`src/rtl/caesar_decrypt.sv`:
```
// Shift-cipher decrypt: byte/key FIFO followed by a key-normalise stage and a rotate stage.
// Optional CAESAR_DEC_CNT_EN adds char_cnt, a saturating count of bytes delivered on dout.
module caesar_decrypt #(
    parameter int N     = 8,
    parameter int DEPTH = 4
) (
    input  logic         clock,
    input  logic         rst,
    input  logic         en,
    input  logic [N-1:0] din,
    input  logic         din_valid,
    output logic         din_ready,
    input  logic [4:0]   shift,
    input  logic [1:0]   direction,
    output logic [N-1:0] dout,
    output logic         v,
    input  logic         dout_ready
`ifdef CAESAR_DEC_CNT_EN
    ,
    output logic [15:0]  char_cnt
`endif
);

    localparam int AW = $clog2(DEPTH);
    localparam int CW = AW + 1;
    localparam int EW = N + 7;

    logic [EW-1:0]  r_mem [DEPTH];
    logic [AW-1:0]  r_wptr, r_rptr;
    logic [CW-1:0]  r_cnt;

    logic           r_s0_vld;
    logic [N-1:0]   r_s0_byte;
    logic [4:0]     r_s0_shift;
    logic [1:0]     r_s0_dir;

    logic           r_s1_vld;
    logic [N-1:0]   r_s1_byte;
    logic [4:0]     r_s1_k;
    logic [1:0]     r_s1_dir;

    logic [N-1:0]   r_dout;
    logic           r_v;

    logic           w_adv_out, w_adv_s1, w_adv_s0;
    logic           w_wr, w_rd, w_full;
    logic [CW-1:0]  w_occ;
    logic [4:0]     w_k;
    logic           w_is_up, w_is_lo;
    logic [N-1:0]   w_base;
    logic [5:0]     w_off, w_sum, w_rot;
    logic [N-1:0]   w_plain;

    // The read register counts toward FIFO occupancy, so DEPTH bytes buffer ahead of stage 1.
    assign w_occ     = r_cnt + CW'(r_s0_vld);
    assign w_full    = (w_occ >= CW'(DEPTH));
    assign din_ready = rst && en && !w_full;

    assign w_adv_out = !r_v || dout_ready;
    assign w_adv_s1  = !r_s1_vld || w_adv_out;
    assign w_adv_s0  = !r_s0_vld || w_adv_s1;
    assign w_wr      = din_valid && din_ready;
    assign w_rd      = (r_cnt != '0) && w_adv_s0;

    assign dout = r_dout;
    assign v    = r_v;

    always_ff @(posedge clock) begin
        if (w_wr) r_mem[r_wptr] <= {din, shift, direction};
    end

    always_ff @(posedge clock or negedge rst) begin
        if (!rst) begin
            r_wptr <= '0;
            r_rptr <= '0;
            r_cnt  <= '0;
        end else begin
            if (w_wr) r_wptr <= r_wptr + AW'(1);
            if (w_rd) r_rptr <= r_rptr + AW'(1);
            case ({w_wr, w_rd})
                2'b10:   r_cnt <= r_cnt + CW'(1);
                2'b01:   r_cnt <= r_cnt - CW'(1);
                default: r_cnt <= r_cnt;
            endcase
        end
    end

    assign w_k = (r_s0_shift >= 5'd26) ? r_s0_shift - 5'd26 : r_s0_shift;

    always_ff @(posedge clock or negedge rst) begin
        if (!rst) begin
            r_s0_vld   <= 1'b0;
            r_s0_byte  <= '0;
            r_s0_shift <= '0;
            r_s0_dir   <= '0;
            r_s1_vld   <= 1'b0;
            r_s1_byte  <= '0;
            r_s1_k     <= '0;
            r_s1_dir   <= '0;
            r_dout     <= '0;
            r_v        <= 1'b0;
        end else begin
            if (w_adv_s0) begin
                r_s0_vld <= w_rd;
                if (w_rd) {r_s0_byte, r_s0_shift, r_s0_dir} <= r_mem[r_rptr];
            end
            if (w_adv_s1) begin
                r_s1_vld <= r_s0_vld;
                if (r_s0_vld) begin
                    r_s1_byte <= r_s0_byte;
                    r_s1_k    <= w_k;
                    r_s1_dir  <= r_s0_dir;
                end
            end
            if (w_adv_out) begin
                r_v <= r_s1_vld;
                if (r_s1_vld) r_dout <= w_plain;
            end
        end
    end

    // Rotation works on the low 6 bits: both case ranges map to offsets 0..25 there.
    always_comb begin
        w_is_up = (r_s1_byte >= 8'h41) && (r_s1_byte <= 8'h5A);
        w_is_lo = (r_s1_byte >= 8'h61) && (r_s1_byte <= 8'h7A);
        w_base  = w_is_up ? 8'h41 : 8'h61;
        w_off   = r_s1_byte[5:0] - w_base[5:0];
        if (r_s1_dir[1]) w_sum = w_off + {1'b0, r_s1_k};
        else             w_sum = w_off + 6'd26 - {1'b0, r_s1_k};
        w_rot   = (w_sum >= 6'd26) ? w_sum - 6'd26 : w_sum;
        w_plain = r_s1_byte;
        if ((w_is_up || w_is_lo) && !r_s1_dir[0]) w_plain = w_base + {2'b00, w_rot};
    end

`ifdef CAESAR_DEC_CNT_EN
    logic [15:0] r_char_cnt;

    always_ff @(posedge clock or negedge rst) begin
        if (!rst)                                       r_char_cnt <= '0;
        else if (r_v && dout_ready && r_char_cnt != 16'hFFFF) r_char_cnt <= r_char_cnt + 16'd1;
    end

    assign char_cnt = r_char_cnt;
`endif

endmodule

```
`config.mk`:
```
export PLATFORM = sky130hd
export DESIGN_NAME = caesar_decrypt
export DESIGN_NICKNAME = d
export VERILOG_FILES = /design/src/rtl/caesar_decrypt.sv
export SDC_FILE = /design/constraint.sdc
export NUM_CORES = 1
export LEC_CHECK = 0
export ABC_AREA = 1
export CORE_AREA = 2 2 181 94
export CTS_BUF_LIST = sky130_fd_sc_hd__clkbuf_16
export CTS_CLUSTER_SIZE = 16
export DETAILED_ROUTE_END_ITERATION = 10
export DIE_AREA = 0 0 183 96
export PLACE_DENSITY = 0.49
export SETUP_SLACK_MARGIN = 0.2
export SLEW_MARGIN = 20
export SYNTH_ARGS = -nofsm -noshare
export SYNTH_HDL_FRONTEND = slang
export SYNTH_SLANG_ARGS = --single-unit
```
`constraint.sdc`:
```
create_clock -name clock -period 8.8 [get_ports clock]
set_clock_uncertainty 0.2 [all_clocks]
set_input_delay 0.88 -clock clock [delete_from_list [all_inputs] [get_ports clock]]
set_output_delay 0.88 -clock clock [all_outputs]
set_load 0.1 [all_outputs]
```
# Word-level counts from Yosys, hierarchy flattened
# Memories as Yosys holds them, arrays and structs flattened. A register that Yosys moved wholly into a read port is not among the register bits.
# Cells that the tools add are included.
[op_classes] eq_ne=2 add_sub_neg=12 reduce_logical=22 n_lt_le_gt_ge=7 muxes=8
[ops] op="two-way mux 6 bit" n=3
[ops] op="greater-or-equal comparator 8 x 7 -> 1 bit, second input constant" n=2
[ops] op="less-or-equal comparator 8 x 7 -> 1 bit, second input constant" n=2
[ops] op="adder 7 x 6 -> 8 bit" n=1
[ops] op="two-way mux 8 bit" n=1
[ops] op="logical AND 1 bit" n=7
[ops] op="adder 6 x 5 -> 6 bit" n=1
[ops] op="adder 6 x 5 -> 6 bit, second input constant" n=1
[ops] op="greater-or-equal comparator 6 x 5 -> 1 bit, second input constant" n=1
[ops] op="zero test 1 bit" n=6
[ops] op="case mux 3 bit (2 select lines)" n=1
[ops] op="AND reduction 2 bit" n=3
[ops] op="subtractor 6 x 5 -> 6 bit" n=1
[ops] op="subtractor 6 x 5 -> 6 bit, second input constant" n=1
[ops] op="subtractor 6 bit" n=1
[ops] op="greater-or-equal comparator 5 bit, second input constant" n=1
[ops] op="two-way mux 5 bit" n=1
[ops] op="subtractor 5 bit, second input constant" n=1
[ops] op="adder 2 x 1 -> 2 bit, second input constant" n=2
[ops] op="logical OR 1 bit" n=4
[ops] op="adder 3 x 1 -> 3 bit" n=1
[ops] op="adder 3 x 1 -> 3 bit, second input constant" n=1
[ops] op="greater-or-equal comparator 3 bit, second input constant" n=1
[ops] op="nonzero test 3 bit" n=1
[ops] op="5 further kinds" n=6
[word_totals] regBits=33 input_bits=20 ramBits=60 mem_count=1 elab_cells=62
[memory_table] name="r_mem" words=4 word_bits=15 rd=1 rd_clocked_by_memory_dff=1 write_ports=1 line_no="28" rtl="logic [EW-1:0] r_mem [DEPTH];"

# Depth between registers and ports, before layout
[depth] ltp_word=11 depth_mapped=25

# Worst setup path after synthesis
# No wires, ideal clock.
[synth_timing] path_type="input port to flip-flop" startpoint="input en" endpoint="memory r_mem[0][0] in the netlist's numbering (enable)" path_buffers=0 required_ns=8.213 arrival_ns=3.486 setup_slack_ns=4.727 path_stages=4 cell_sequence="o21ai_0 -> nor2_1 -> nand2_1 -> nor2_1"
[synth_between] elab_chain_len=5
[synth_rtl] element="start, declared" line_no="9" rtl="input logic en,"
[synth_rtl] element="logical AND 1 bit (2 in a row)" line_no="57" rtl="assign din_ready = rst && en && !w_full;"
[synth_rtl] element="net din_ready" line_no="12" rtl="output logic din_ready,"
[synth_rtl] element="logical AND 1 bit" line_no="62" rtl="assign w_wr = din_valid && din_ready;"
[synth_rtl] element="two-way mux 1 bit" line_no="69" rtl="if (w_wr) r_mem[r_wptr] <= {din, shift, direction};"
[synth_rtl] element="two-way mux 1 bit (implied by the code)" line_no="69"
[synth_rtl] element="end, declared" line_no="28"
# The timed path passes the listed nets, and every way through them passes these cells.

# Final worst setup path
[layout_timing] startpoint="register r_s1_byte[0]" endpoint="register r_dout[4], in the netlist dout[4]"
[layout_between] elab_chain_len=11 word_cells_on_any_way=19 classes_between="add/sub (6); order compare (5); mux (4); reduce/logical (4)"
[layout_rtl] element="start, declared" line_no="38" rtl="logic [N-1:0] r_s1_byte;"
[layout_rtl] element="start signal, assigned" line_no="110" rtl="r_s1_byte <= r_s0_byte;"
[layout_rtl] element="greater-or-equal comparator 8 x 7 -> 1 bit / less-or-equal comparator 8 x 7 -> 1 bit (equally long branches)" line_no="124" rtl="w_is_up = (r_s1_byte >= 8'h41) && (r_s1_byte <= 8'h5A);"
[layout_rtl] element="logical AND 1 bit" line_no="124"
[layout_rtl] element="two-way mux 6 bit" line_no="126" rtl="w_base = w_is_up ? 8'h41 : 8'h61;"
[layout_rtl] element="subtractor 6 bit" line_no="127" rtl="w_off = r_s1_byte[5:0] - w_base[5:0];"
[layout_rtl] element="adder 6 x 5 -> 6 bit" line_no="129" rtl="else w_sum = w_off + 6'd26 - {1'b0, r_s1_k};"
[layout_rtl] element="subtractor 6 x 5 -> 6 bit" line_no="129"
[layout_rtl] element="two-way mux 6 bit" line_no="128" rtl="if (r_s1_dir[1]) w_sum = w_off + {1'b0, r_s1_k};"
[layout_rtl] element="greater-or-equal comparator 6 x 5 -> 1 bit" line_no="130" rtl="w_rot = (w_sum >= 6'd26) ? w_sum - 6'd26 : w_sum;"
[layout_rtl] element="two-way mux 6 bit" line_no="130"
[layout_rtl] element="adder 7 x 6 -> 8 bit" line_no="132" rtl="if ((w_is_up || w_is_lo) && !r_s1_dir[0]) w_plain = w_base + {2'b00, w_rot};"
[layout_rtl] element="two-way mux 8 bit *" line_no="132"
[layout_rtl] element="end signal, assigned" line_no="117" rtl="if (r_s1_vld) r_dout <= w_plain;"
[layout_rtl] element="end, declared" line_no="42" rtl="logic [N-1:0] r_dout;"
# Every way passes the cells marked *; elsewhere a longest branch is shown, timed or not.
# A chain may end at the register's enable or synchronous reset.

==> qor.yml <==
worst_setup_path:
  slowest_stage: "fa_1"
  path_cells: "inv_1, ha_1, inv_1, ha_1, ha_1, inv_1, fa_1, inv_1, o21ai_2, inv_2, nor2_1, nor2_4, nand2_2, nand3_4, nand2_1, and2_1, ha_1, inv_1, nor2_2, nand3_1, nand3_1, nand2_1, nand2_1"
  required_ps: 8890
  startpoint_type: "register"
  worst_setup_path_end_kind: "register"
  crit_fanout: 7
  critPathMaxStageDelay_ps: 530
  crit_top_cell: "inv_1"
  crit_start: "r_s1_byte[0]"
  r2r-start: "r_s1_byte[0]"
  path_class: "register to register"
  arrival_ps: 4270
drt:
  wl_per_cell_microns: 14.20
  detail_route.vias_per_cell: 4.770
  drt_iter0_drc: 271
  drc: 0
  vias: 3921
  routed_wirelength_microns: 11670
  drtPass1Iterations: 5
  ant_nets: 0
sta:
  fin_crit_ps: 4185
  fin_crit_sh_pct: 47.56
  setup-violations-final: 0
  fin_setup_tns_ps: 0
  slew_headroom_pct: 29.47
  rsz0062_at_grt: "false"
  fmax_mhz: 238.9
  final_max_slew_viol_count: 0
  worst_pin_slew_ps: 1058
  hold_viol_final: 0
placement:
  place_congestion: 0.8204
  hpwl_microns: 8446
  port_buffers: 29
logic_synthesis:
  synth_top_family_by_area: "simple AND/OR/NAND/NOR gates"
  syn-instance-count: 582
  syn_nets: 633
  synth-adder-area-share_pct: 7.455
  synth_top_area_share_pct: 32.73
  syn_avg_cell_area_sq_um: 9.459
  synth_cell_types: 35
  ys_ff_latch: 108
  synthMuxAreaShare_pct: 0
  synthTopCellsByArea: "edfxtp_1 (33%), dfrtp_1 (22%), nand2_1 (7.7%)"
  yosys_warnings: 0
  yosys.area.top_type: "edfxtp_1"
  seq_area_frac_synth_pct: 54.55
  synth_xor_xnor_area_share_pct: 1.273
  netlist_area_sq_um: 5505
  synth_compound_area_share_pct: 10.50
  synthSimpleGateAreaFrac_pct: 19.86
global_route:
  grt_busiest_layer: "met1"
  grt_start_max_net_pins: 50
  grt_use_met1_pct: 22.10
  met2_usage_pct: 20.39
  grt_use_total_pct: 14.39
  met3_usage_pct: 3.746
  grt_overflow: 0
  grt_first_pass_wirelength_microns: 19510
  antenna_found_initial: 0
  grt_pass1_vias: 3770
floorplan:
  fp.dieH_microns: 96
  rows: 33
  die_area_sq_um: 17570
  io_pins: 30
  die_w_microns: 183
  core-area_sq_um: 16020
  start_util_pct: 34.36
clocking:
  clk_path_buf_depth: 2
  h-tree-depth: 3
  cts_hold_buffers: 0
  cts_tree: "done"
  cts_root_buf: "clkbuf_16"
  cts_num_sinks: 108
  cts_buffers: 9
  clk_pin_slew_ps: 70
  cts_setup_buffers: 0
  cts_resized: 0
  clk_latency_ps: 350
status:
  outcome: "complete, no violations"
layout:
  drive_gt1_share_pct: 8.824
  area_growth_pct: 14.36
  diodes: 0
  nets: 658
min_path:
  hp-class: "register to register"
  hold_start: "dout[7]"
job:
  drv_cap: 0
-- registers in the layout, indices dropped and copies added (netlist names) --
name and count:
r_mem 60, v 1, r_cnt 3, r_s0_vld 1, r_s1_byte 8, r_s0_dir 2, r_s1_k 5, r_s1_dir 2
r_wptr 2, r_s0_byte 8, r_rptr 2, dout 8, r_s1_vld 1, r_s0_shift 5
-- cell families after synthesis --
logic type / Yosys count
adders and majority gates: 31
DFF: 108
AOI/OAI and AO/OA: 96
and+or+nand+nor: 248
xor gates and xnor gates: 8
buffers and inverters: 91
-- cells in the mapped netlist (all sizes together) --
library cell	number
a21oi	14
a41oi	1
and2	1
buf	2
clkbuf	15
dfrtp	48
edfxtp	60
fa	3
ha	28
inv	74
nand2	127
nand3	27
nand3b	1
nand4	7
nor2	85
o211ai	3
o21ai	59
o21bai	1
o22ai	1
o311ai	1
o32ai	15
o41ai	1
xnor2	1
xor2	7
-- through the flow --
stage,setup slack (ps),area (sq um),hold WS (ps),std cells,util [%]
final,4615,6296,297.5,822,39.30
after global routing,4230,6296,315.5,822,39.30
after CTS,4625,6296,302.1,822,39.30
after detailed placement,4672,6006,269.9,806,37.49
after global placement,4731,6006,274.6,806,37.49
after floorplan,4727,5505,247.7,582,-
-- routing by layer --
layer,vias up,routed length (microns)
met1,1846,6598
li1,1994,-
met3,8,572
met2,73,4455
met4,0,48
met5,-,0
-- cell usage in the layout, fill, tap and decap left out, types with 9 or more instances in the layout --
cell	n
nand2_1	113
nor2_1	74
inv_1	70
edfxtp_1	60
o21ai_0	53
dfrtp_1	48
ha_1	28
clkdlybuf4s50_1	28
nand3_1	24
o32ai_1	15
a21oi_1	13
nand2_2	11
clkbuf_16	9
-- critical path, delay by kind of cell, from the launching register on --
kind	cells	cell delay, ps
AOI/OAI and AO/OA	1	210
and+or+nand+nor	11	1190
adders and majority gates	5	1580
buffers and inverters	6	490
DFF	1	440
-- cell type report --
| class | instances | area [sq um] |
|---|---|---|
| well taps | 210 | 262.8 |
| clock inverters | 7 | 65.06 |
| multi-input cells | 383 | 2162 |
| fillers | 1582 | 9724 |
| flip-flops and latches | 108 | 3003 |
| repair buffers | 31 | 300.3 |
| clock buffers | 9 | 225.2 |
| inverters | 74 | 277.8 |
-- path summary, 6_finish.rpt --
path	to	slack, ps	cells past startpoint
setup reg to reg	dout[4]	4610	23
hold reg to reg	dout[7]	300	2
min in group asynchronous	r_wptr[1]	430	2
setup / recovery	dout[4]	4610	23
hold / removal	dout[7]	300	2
max in group asynchronous	r_s1_byte[2]	7520	2
Power is not shown: default switching activity piles up to over one toggle a cycle in this logic, so the estimate is an artifact.
